## config.mk

```make
export PLATFORM = sky130hd
export DESIGN_NAME = generador_codigogray
export DESIGN_NICKNAME = d
export VERILOG_FILES = /design/src/rtl/generador_codigogray.sv
export SDC_FILE = /design/constraint.sdc
export NUM_CORES = 1
export LEC_CHECK = 0
export ABC_CLOCK_PERIOD_IN_PS = 2300
export CORE_MARGIN = 4
export CORE_UTILIZATION = 51
export CTS_CLUSTER_DIAMETER = 150
export DETAILED_ROUTE_END_ITERATION = 12
export GPL_ROUTABILITY_DRIVEN = 0
export PLACE_DENSITY = 0.82
export RECOVER_POWER = 100
export SYNTH_ARGS = -nofsm -noshare
export SYNTH_HDL_FRONTEND = slang
export SYNTH_SLANG_ARGS = --single-unit
```

## constraint.sdc

```tcl
create_clock -name clk -period 2.3 [get_ports clk]
set_input_delay 0.46 -clock clk [delete_from_list [all_inputs] [get_ports clk]]
set_output_delay 0.46 -clock clk [all_outputs]
set_load 0.03 [all_outputs]
```

## src/rtl/generador_codigogray.sv

```systemverilog
// 4-bit Gray code generator with manual (button) and automatic (prescaler)
// stepping, synchronous load and one-cycle valid/wrap pulses.
//
// Optional build macro GRAY_DEBOUNCE_EN: when defined, the synchronized
// button level must stay stable for DEB_CYCLES clocks before it is accepted,
// and the step comes from the rising edge of that debounced level. When the
// macro is undefined the step comes straight from the synchronizer edge and
// DEB_CYCLES has no effect.
//
// Manual timing (no debounce): paso sampled high at edge 1 -> s1, edge 2 ->
// s2 (edge detected as s2 & ~s3), edge 3 -> gray/bin/valido update.
module generador_codigogray #(
    parameter int unsigned DIV        = 32'd50_000_000,
    parameter int unsigned DEB_CYCLES = 32'd1_000_000
) (
    input  logic       clk,
    input  logic       rst,
    input  logic       modo,
    input  logic       dir,
    input  logic       paso,
    input  logic       cargar,
    input  logic [3:0] b,
    output logic [3:0] gray,
    output logic [3:0] bin,
    output logic       valido,
    output logic       vuelta
);

    // Binary to reflected Gray conversion.
    function automatic logic [3:0] to_gray(input logic [3:0] v);
        return v ^ (v >> 1);
    endfunction

    // Button synchronizer chain; reset to 1 so a button held through reset
    // release does not look like a fresh press.
    logic s1;
    logic s2;
    logic s3;

    // Rising edge of the (optionally debounced) button level.
    logic edge_event;

    // Auto-mode prescaler and step requests.
    logic [31:0] presc;
    logic        auto_step;
    logic        manual_step;
    logic        step;

    // Candidate next count for a step, and whether that step wraps.
    logic [3:0] next_bin;
    logic       wrap;

    // Shift the asynchronous button through three flops.
    always_ff @(posedge clk) begin
        if (rst) begin
            s1 <= 1'b1;
            s2 <= 1'b1;
            s3 <= 1'b1;
        end else begin
            s1 <= paso;
            s2 <= s1;
            s3 <= s2;
        end
    end

`ifdef GRAY_DEBOUNCE_EN
    logic [31:0] deb_cnt;
    logic        deb_level;
    logic        deb_prev;

    // Accept a new button level only after it has differed from the current
    // debounced level for DEB_CYCLES consecutive cycles; any bounce back
    // restarts the window.
    always_ff @(posedge clk) begin
        if (rst) begin
            deb_cnt   <= '0;
            deb_level <= 1'b1;
            deb_prev  <= 1'b1;
        end else begin
            deb_prev <= deb_level;
            if (s3 == deb_level) begin
                deb_cnt <= '0;
            end else if (deb_cnt == DEB_CYCLES - 32'd1) begin
                deb_level <= s3;
                deb_cnt   <= '0;
            end else begin
                deb_cnt <= deb_cnt + 32'd1;
            end
        end
    end

    assign edge_event = deb_level & ~deb_prev;
`else
    // Without debounce the raw synchronized edge is the step event.
    assign edge_event = s2 & ~s3;

    // DEB_CYCLES is a configuration value that only matters with debounce.
    if (DEB_CYCLES == 32'd0) begin : g_deb_cycles_unused
    end
`endif

    // Button steps only count in manual mode; prescaler steps only in auto.
    assign manual_step = ~modo & edge_event;
    assign auto_step   = modo & (presc == DIV - 32'd1);
    assign step        = manual_step | auto_step;

    // Prescaler runs 0..DIV-1 in auto mode, parked at 0 in manual mode and
    // restarted by a load so the next auto step is a full period away.
    always_ff @(posedge clk) begin
        if (rst || cargar || !modo) begin
            presc <= '0;
        end else if (presc == DIV - 32'd1) begin
            presc <= '0;
        end else begin
            presc <= presc + 32'd1;
        end
    end

    // Next count and wrap flag for a step in the requested direction.
    always_comb begin
        next_bin = bin;
        wrap     = 1'b0;
        if (dir) begin
            next_bin = bin + 4'd1;
            wrap     = (bin == 4'hF);
        end else begin
            next_bin = bin - 4'd1;
            wrap     = (bin == 4'h0);
        end
    end

    // Count register and pulses: reset beats load, load beats (and discards)
    // a simultaneous step.
    always_ff @(posedge clk) begin
        if (rst) begin
            bin    <= 4'h0;
            gray   <= 4'h0;
            valido <= 1'b0;
            vuelta <= 1'b0;
        end else if (cargar) begin
            bin    <= b;
            gray   <= to_gray(b);
            valido <= 1'b1;
            vuelta <= 1'b0;
        end else if (step) begin
            bin    <= next_bin;
            gray   <= to_gray(next_bin);
            valido <= 1'b1;
            vuelta <= wrap;
        end else begin
            valido <= 1'b0;
            vuelta <= 1'b0;
        end
    end

endmodule
```

## Yosys cells after proc, flatten, opt, wreduce, memory -nomap -nowiden

Index checks and enable logic that the tools add are counted.

| word-level totals | value |
|---|---|
| register bits after elaboration | 45 |
| input port bits | 10 |
| logic and storage cells | 37 |

| operators by class | value |
|---|---|
| add/sub/neg operators | 3 |
| equal/unequal tests | 2 |
| muxes and demuxes | 8 |
| bitwise operators | 9 |
| reductions and logical operators | 7 |

Operators with widths:

| cell | count |
|---|---|
| $add A32 B1 Y32 const B | 1 |
| $eq A32 B26 Y1 const B | 1 |
| $mux W4 | 5 |
| $xor A4 B3 Y4 | 2 |
| $add A4 B1 Y4 const B | 1 |
| $eq A4 B4 Y1 const B | 1 |
| $logic_not A4 Y1 | 1 |
| $sub A4 B1 Y4 const B | 1 |
| $and A1 B1 Y1 | 3 |
| $mux W1 | 3 |
| $not A1 Y1 | 3 |
| $reduce_or A3 Y1 | 1 |
| $logic_or A1 B1 Y1 | 2 |
| $reduce_bool A2 Y1 | 1 |
| $reduce_or A2 Y1 | 1 |
| $logic_not A1 Y1 | 1 |
| $or A1 B1 Y1 | 1 |

## Logic depth before layout (Yosys ltp)

| depth | value |
|---|---|
| word-level depth | 6 |
| gate-level depth with buffers | 7 |

## Least setup slack after synthesis

Ideal clock, no wire load.

| timing | value |
|---|---|
| kind | flip-flop to flip-flop |
| start | register bin[0] |
| end | register gray[2] |
| setup time | 0.123 ns |
| data arrival time | 1.751 ns |
| required time | 2.177 ns |
| path slack | 0.426 ns |
| cell stages (with the launch flop) | 7 |
| path buffers | 0 |
| period minus slack after synthesis | 1.874 ns |
| cells stage by stage | dfxtp_1 -> inv_1 -> fa_1 -> xnor2_1 -> xnor3_1 -> nor2_1 -> o21ai_0 |

| between the ends | value |
|---|---|
| cells in the longest elaborated chain, start to end | 5 |
| elaborated cells on any way between the ends | 6 |

Ends and longest elaborated chain:

| item | RTL line | text |
|---|---|---|
| from (decl) | 24 | `output logic [3:0] bin,` |
| from (signal assigned) | 146 | `bin <= next_bin;` |
| $sub A4 B1 Y4 or $add A4 B1 Y4 (tied branches) | 127, 124 |  |
| $mux W4 * | 123 | `if (dir) begin` |
| $xor A4 B3 Y4 * | 31 | `return v ^ (v >> 1);` |
| $mux W4 * | 145 | `end else if (step) begin` |
| $mux W4 * | 140 | `end else if (cargar) begin` |
| to (signal assigned) | 142 | `gray <= to_gray(b);` |
| to (signal assigned) | 147 | `gray <= to_gray(next_bin);` |
| to (decl) | 23 | `output logic [3:0] gray,` |

Mark *: on every way between the ends. The rest lies on a longest branch, timed or not. The select of a mux whose other input is x is not followed.
A chain may end at the register's enable or synchronous reset.

## Final worst setup path

| timing | value |
|---|---|
| start | register presc[28] |
| end | register bin[2] |

| between the ends | value |
|---|---|
| cells in the longest elaborated chain, start to end | 4 |

Ends and longest elaborated chain:

| item | RTL line | text |
|---|---|---|
| from (decl) | 44 | `logic [31:0] presc;` |
| from (signal assigned) | 115 | `presc <= presc + 32'd1;` |
| $eq A32 B26 Y1 | 104 | `assign auto_step = modo & (presc == DIV - 32'd1);` |
| $and A1 B1 Y1 | 104 |  |
| $or A1 B1 Y1 | 105 | `assign step = manual_step \| auto_step;` |
| $reduce_bool A2 Y1 (no line) | - |  |

No other way between the ends.

==> flow_metrics.py <==
metrics = {
    "detailed_routing": {
        "drtAntennaViolNets": 0,
        "route.detailed.drc": 0,
        "first_iter_violations": 44,
        "via_per_inst": 5.53,
        "vias": 1807,
        "dr.pass1.iters": 4,
        "wl_per_cell_um": 13.4,
        "routed_wl_um": 4390,
    },
    "cells_and_area": {
        "diodes": 0,
        "final_nets": 290,
        "drive_gt1_frac": 0.0866,
        "final-instance-count-excl-fill": 327,
        "area_delta_synth_final_pct": 18.2,
    },
    "cts": {
        "clock_latency_ps": 300,
        "cts_resized": 0,
        "post_cts_buffers": 0,
        "cts_tree": "yes",
        "cts_root_buffer": "clkbuf_8",
        "cts_sinks": 44,
        "cts.reportedPaths.clkPinSlew_ps": 90,
        "clock_path_buffers": 2,
        "numCtsBuffers": 5,
        "htree_levels": 2,
        "hold_buffers": 0,
    },
    "synth": {
        "synthCells": 248,
        "ys.flop_type": "dfxtp_1",
        "synth_cell_types": 35,
        "seq_area_frac_synth": 0.411,
        "async_reset_ff_frac": 0,
        "synth_top_area_frac": 0.411,
        "synth_edf_count": 0,
        "post_synth.cell_area_avg_um2": 8.64,
        "synth_most_common_cell": "nor2_1",
        "syn_nets": 262,
        "synthesis.area_um2": 2140,
        "synth_top_cell_by_area": "dfxtp_1",
        "synth_common_cells": "48 x nor2_1, 44 x dfxtp_1, 25 x xor2_1",
        "synth-seq-cells": 44,
        "yosysWarnings": 0,
        "synth_area_leaders": "dfxtp_1 41%, xor2_1 10%, nor2_1 8.4%",
    },
    "pwr": {
        "p_int_w": 0.00118,
        "p_sw_w": 0.000382,
        "p_sw_frac": 0.244,
        "p_leak_nw": 0.912,
        "p_seq_frac": 0.503,
        "p_per_area_nw_per_um2": 618,
        "combPwrFrac": 0.111,
        "ir_worst_vdd_uv": 348,
        "clkPwrFrac": 0.386,
    },
    "setup_path": {
        "path_class": "reg -> reg",
        "worstSetupStartpointType": "flip-flop",
        "required_ps": 2490,
        "critPathMaxFanout": 6,
        "max_stage_delay_ps": 560,
        "slowest_stage": "or4b_4",
        "cp_top_family": "simple AND/OR/NAND/NOR gates",
        "worstPathArrival_ps": 2300,
        "path_cells": "or4b_4 > nor4_4 > and4_4 > o21ai_0 > a311oi_1",
        "cp-end-kind": "flip-flop",
        "path_buf_inv": 0,
    },
    "global_route": {
        "antenna_found_initial": 0,
        "gr-total-overflow": 0,
        "grt_pass1_wl_um": 7700,
        "grt_max_degree": 33,
        "grt_pass1_vias": 1707,
        "track_usage": 0.186,
    },
    "run_status": {
        "status": "completed",
    },
    "sta": {
        "fin_worst_skew_ps": 8.74,
        "final-setup-viol-count": 0,
        "rsz0062_at_grt": "false",
        "fmax_ghz": 0.475,
        "hold_viol": 0,
        "tightest_slew_ps": 637,
        "slew_viol_final": 0,
        "relSlewSlack": 0.572,
        "period_share": 0.916,
        "period_needed_ps": 2110,
        "setup_slack_ps": 194,
    },
    "min_path": {
        "holdCritPathClass": "reg -> reg",
    },
    "die": {
        "die_h_um": 72.8,
        "start_util": 0.532,
        "io_pins": 20,
        "die-area_um2": 5300,
        "die_w_um": 72.8,
        "core_area_um2": 4030,
        "rows": 23,
    },
    "placed_design": {
        "io_buffers": 19,
        "hpwl_um": 3130,
        "place_inst": 319,
        "post-place-ws_ps": -117,
    },
    "job": {
        "maxCapViolations": 0,
    },
}
## metal layers
layer,track usage,part of all wire,vias to the layer above
met5,0,0,-
met4,0.0635,0.015,0
met3,0.0441,0.034,7
met2,0.308,0.48,32
met1,0.236,0.47,844
li1,-,-,924
## metrics by stage
stage | util | area (µm²) | setup TNS [ps] | power [W] | hold WS, ps
2_1_floorplan | - | 2140 | 0 | 0.000917 | 389
3_3_place_gp | 0.605 | 2440 | -4.76 | 0.000985 | 392
3_5_place_dp | 0.605 | 2440 | -249 | 0.000987 | 402
4_1_cts | 0.634 | 2550 | 0 | 0.00159 | 423
5_1_grt | 0.629 | 2530 | 0 | 0.00163 | 436
6_report | 0.629 | 2530 | 0 | 0.00157 | 421
## registers in the layout (all words and copies together) (netlist names)
name	flops
valido	1
vuelta	1
presc	32
bin	3
s3	1
s1	1
gray	4
s2	1
## layout by cell type, fill, tap and decap left out, drive strengths merged, types with 2 or more instances in the layout
master and instances:
a21oi 6, a311oi 2, and3 8, and4 3, buf 3, clkbuf 10
clkdlybuf4s50 8, clkinv 2, dfxtp 44, dlygate4sd3 11, ha 3, inv 7
nand2 15, nand3 17, nand4 15, nor2 48, nor3 5, nor4 8
o21ai 7, o221ai 2, or2 3, or3 2, or4b 2, xnor2 13
xor2 25
## power groups by stage
stage | logic [W] | registers [W] | clock network (W)
detailed placement | 0.000181 | 0.000806 | 0
global placement | 0.000178 | 0.000806 | 0
floorplan | 0.0000908 | 0.000827 | 0
finish | 0.000174 | 0.000788 | 0.000603
global route | 0.000192 | 0.000791 | 0.000647
CTS | 0.000183 | 0.000788 | 0.000621
## cell families (layout without fill, tap and decap cells)
kind of cell | count (synthesis) | after routing | share of synthesized area
flip-flops | 44 | 44 | 0.411
buffers and inverters | 13 | 42 | 0.0263
AO/OA/AOI/OAI | 18 | 18 | 0.0502
AND/OR/NAND/NOR | 130 | 130 | 0.320
XOR/XNOR | 39 | 39 | 0.166
adder cells (fa/ha/maj) | 4 | 4 | 0.0269
## cell type report
class | count | area [µm²]
fillers | 330 | 1500
multi-input cells | 191 | 1210
flip-flops and latches | 44 | 881
repair buffers | 27 | 240
clock buffers | 5 | 68.8
well taps | 50 | 62.6
clock inverters | 3 | 47.5
inverters | 7 | 26.3
## final timing paths
check | start | to | slack [ps] | cells past startpoint
worst max-delay path | presc[28]$_SDFF_PP0_ | bin[2]$_SDFFE_PP0P_ | 190 | 5
worst max register to register | presc[28]$_SDFF_PP0_ | bin[2]$_SDFFE_PP0P_ | 190 | 5
worst min register to register | s1$_SDFF_PP1_ | s2$_SDFF_PP1_ | 420 | 1
worst min-delay path | s1$_SDFF_PP1_ | s2$_SDFF_PP1_ | 420 | 1
Power figures use the tool's default switching activity.
==> patch, RTL diff (config.mk and constraints unchanged) <==
Add a define of `GRAY_DEBOUNCE_EN`.
--- a/src/rtl/generador_codigogray.sv
+++ b/src/rtl/generador_codigogray.sv
@@ -9,6 +9,8 @@
 //
 // Manual timing (no debounce): paso sampled high at edge 1 -> s1, edge 2 ->
 // s2 (edge detected as s2 & ~s3), edge 3 -> gray/bin/valido update.
+`define GRAY_DEBOUNCE_EN
+
 module generador_codigogray #(
     parameter int unsigned DIV        = 32'd50_000_000,
     parameter int unsigned DEB_CYCLES = 32'd1_000_000
Formal check against the unedited RTL: not equivalent (Yosys sat finds a counterexample within 10 cycles, from zero or initial values and one cycle with rst high).
==> patch against the unedited design <==
  * Clock skew up 6.6 ps
  * Sequential cell count up 34
  * Cell area up 69%
  * Area after synthesis up 74%
  * Worst setup slack worse by 76 ps
  * Power up 76%
  * Wire length up 70%
  * Sequential power up 75%
==> patch: results <==
metrics = {
    "clocking": {
        "cts_resized": 0,
        "clk_path_buf_depth": 2,
        "postCtsSetupBuffers": 0,
        "clockRootBuffer": "clkbuf_8",
        "clk_pin_slew_ps": 80,
        "cts_buffers": 9,
        "htree_levels": 3,
        "clock_latency_ps": 350,
    },
    "grt": {
        "track_usage": 0.182,
        "grt_pass1_vias": 2985,
        "grt_max_degree": 33,
        "antenna_found_initial": 0,
        "grt_first_pass_wirelength_microns": 13000,
    },
    "routing": {
        "drt-initial-drc-count": 129,
        "first_pass_iters": 4,
        "wl_per_cell_microns": 13.4,
        "vias_per_cell": 5.51,
    },
    "cells_and_area": {
        "antenna_cells": 0,
        "largest_registers": "deb_cnt x32, presc x32, gray x4",
        "fill_cells": 574,
        "drive_above_1_share": 0.104,
        "fin_cells": 558,
        "layout.nets": 473,
    },
    "power_and_ir_drop": {
        "peakVddDrop_mv": 0.402,
        "p_per_area_nw_per_um2": 640,
        "leakage_nw": 1.48,
    },
    "placed_design": {
        "pre_cts_ws_ps": -134,
        "port_buffers": 19,
        "dp.final_hpwl_microns": 5210,
        "dp.cells": 543,
        "placed_area_sq_um": 4100,
    },
    "timing": {
        "relSlewSlack": 0.650,
        "fin_skew_ps": 15.4,
    },
    "yosys": {
        "synth_area_leaders": "dfxtp_1, xor2_1, nor2_1, xnor2_1, nand3_1",
        "synth_nets": 442,
        "ys_seq_area_frac": 0.419,
        "syn_area_per_cell_sq_um": 8.73,
        "yosys_warnings": 0,
        "async_flop_share": 0,
        "synth_commonest_cells": "nor2_1, dfxtp_1, xor2_1, nand3_1, nand4_1",
        "ys_types": 48,
    },
    "status": {
        "status": "finished clean",
    },
    "worst_setup_path": {
        "crit_fanout": 8,
    },
    "worst_hold_path": {
        "hp-class": "register to register",
    },
}
patch: changes by cell type after synthesis, moves of 4 or more:
cell	unedited run	this run
clkbuf_1	2	7
xnor2_1	13	23
xor2_1	25	42
and4_1	2	6
nor4_1	5	12
nand3_1	17	34
nor2_1	48	79
mux2i_1	0	4
nand2_1	15	22
nand4_1	15	27
and2_1	0	6
dfxtp_1	44	78
patch: worst max-delay path, stage by stage, from the launching register on:
cell,delay [ps]
dfxtp_1,440
nor4b_2,250
nand4_1,190
or4_1,630
and3_2,250
o311a_1,320
patch: report_power, final:
group	internal, mW	switching, mW
logic	0.0816	0.0927
clock network	0.715	0.482
registers	1.36	0.0124
patch: logic make-up (layout without fill, tap and decap cells):
kind of cell    Yosys count  after routing  synth area share
simple gates            228            228             0.325
flops                    78             78             0.419
xor+xnor                 65             65             0.153
buf+inv                  25             60            0.0339
compound gates           22             22            0.0396
fa+ha+maj                 5              5            0.0188
mux                       4              4            0.0107
patch: routing by layer:
metal	global-route usage	routed length, microns
met4	0.0525	125
met5	0	0
met3	0.0547	272
met2	0.309	3600
met1	0.222	3470
patch: path summary, 6_finish.rpt:
| path | startpoint | endpoint | slack, ps | depth (start not counted) |
|---|---|---|---|---|
| worst max-delay path | presc[19] | gray[3] | 120 | 5 |
| worst min register to register | s1 | s2 | 420 | 1 |
| worst max register to register | presc[19] | gray[3] | 120 | 5 |
| worst min-delay path | s1 | s2 | 420 | 1 |
patch: area by class of cell:
class / instances / share of cell area
clock buffer: 9 / 0.0289
clock inverter: 6 / 0.0254
inverter: 8 / 0.00700
multi-input combinational: 324 / 0.472
sequential: 78 / 0.364
tap: 96 / 0.0280
timing repair buffer: 37 / 0.0749
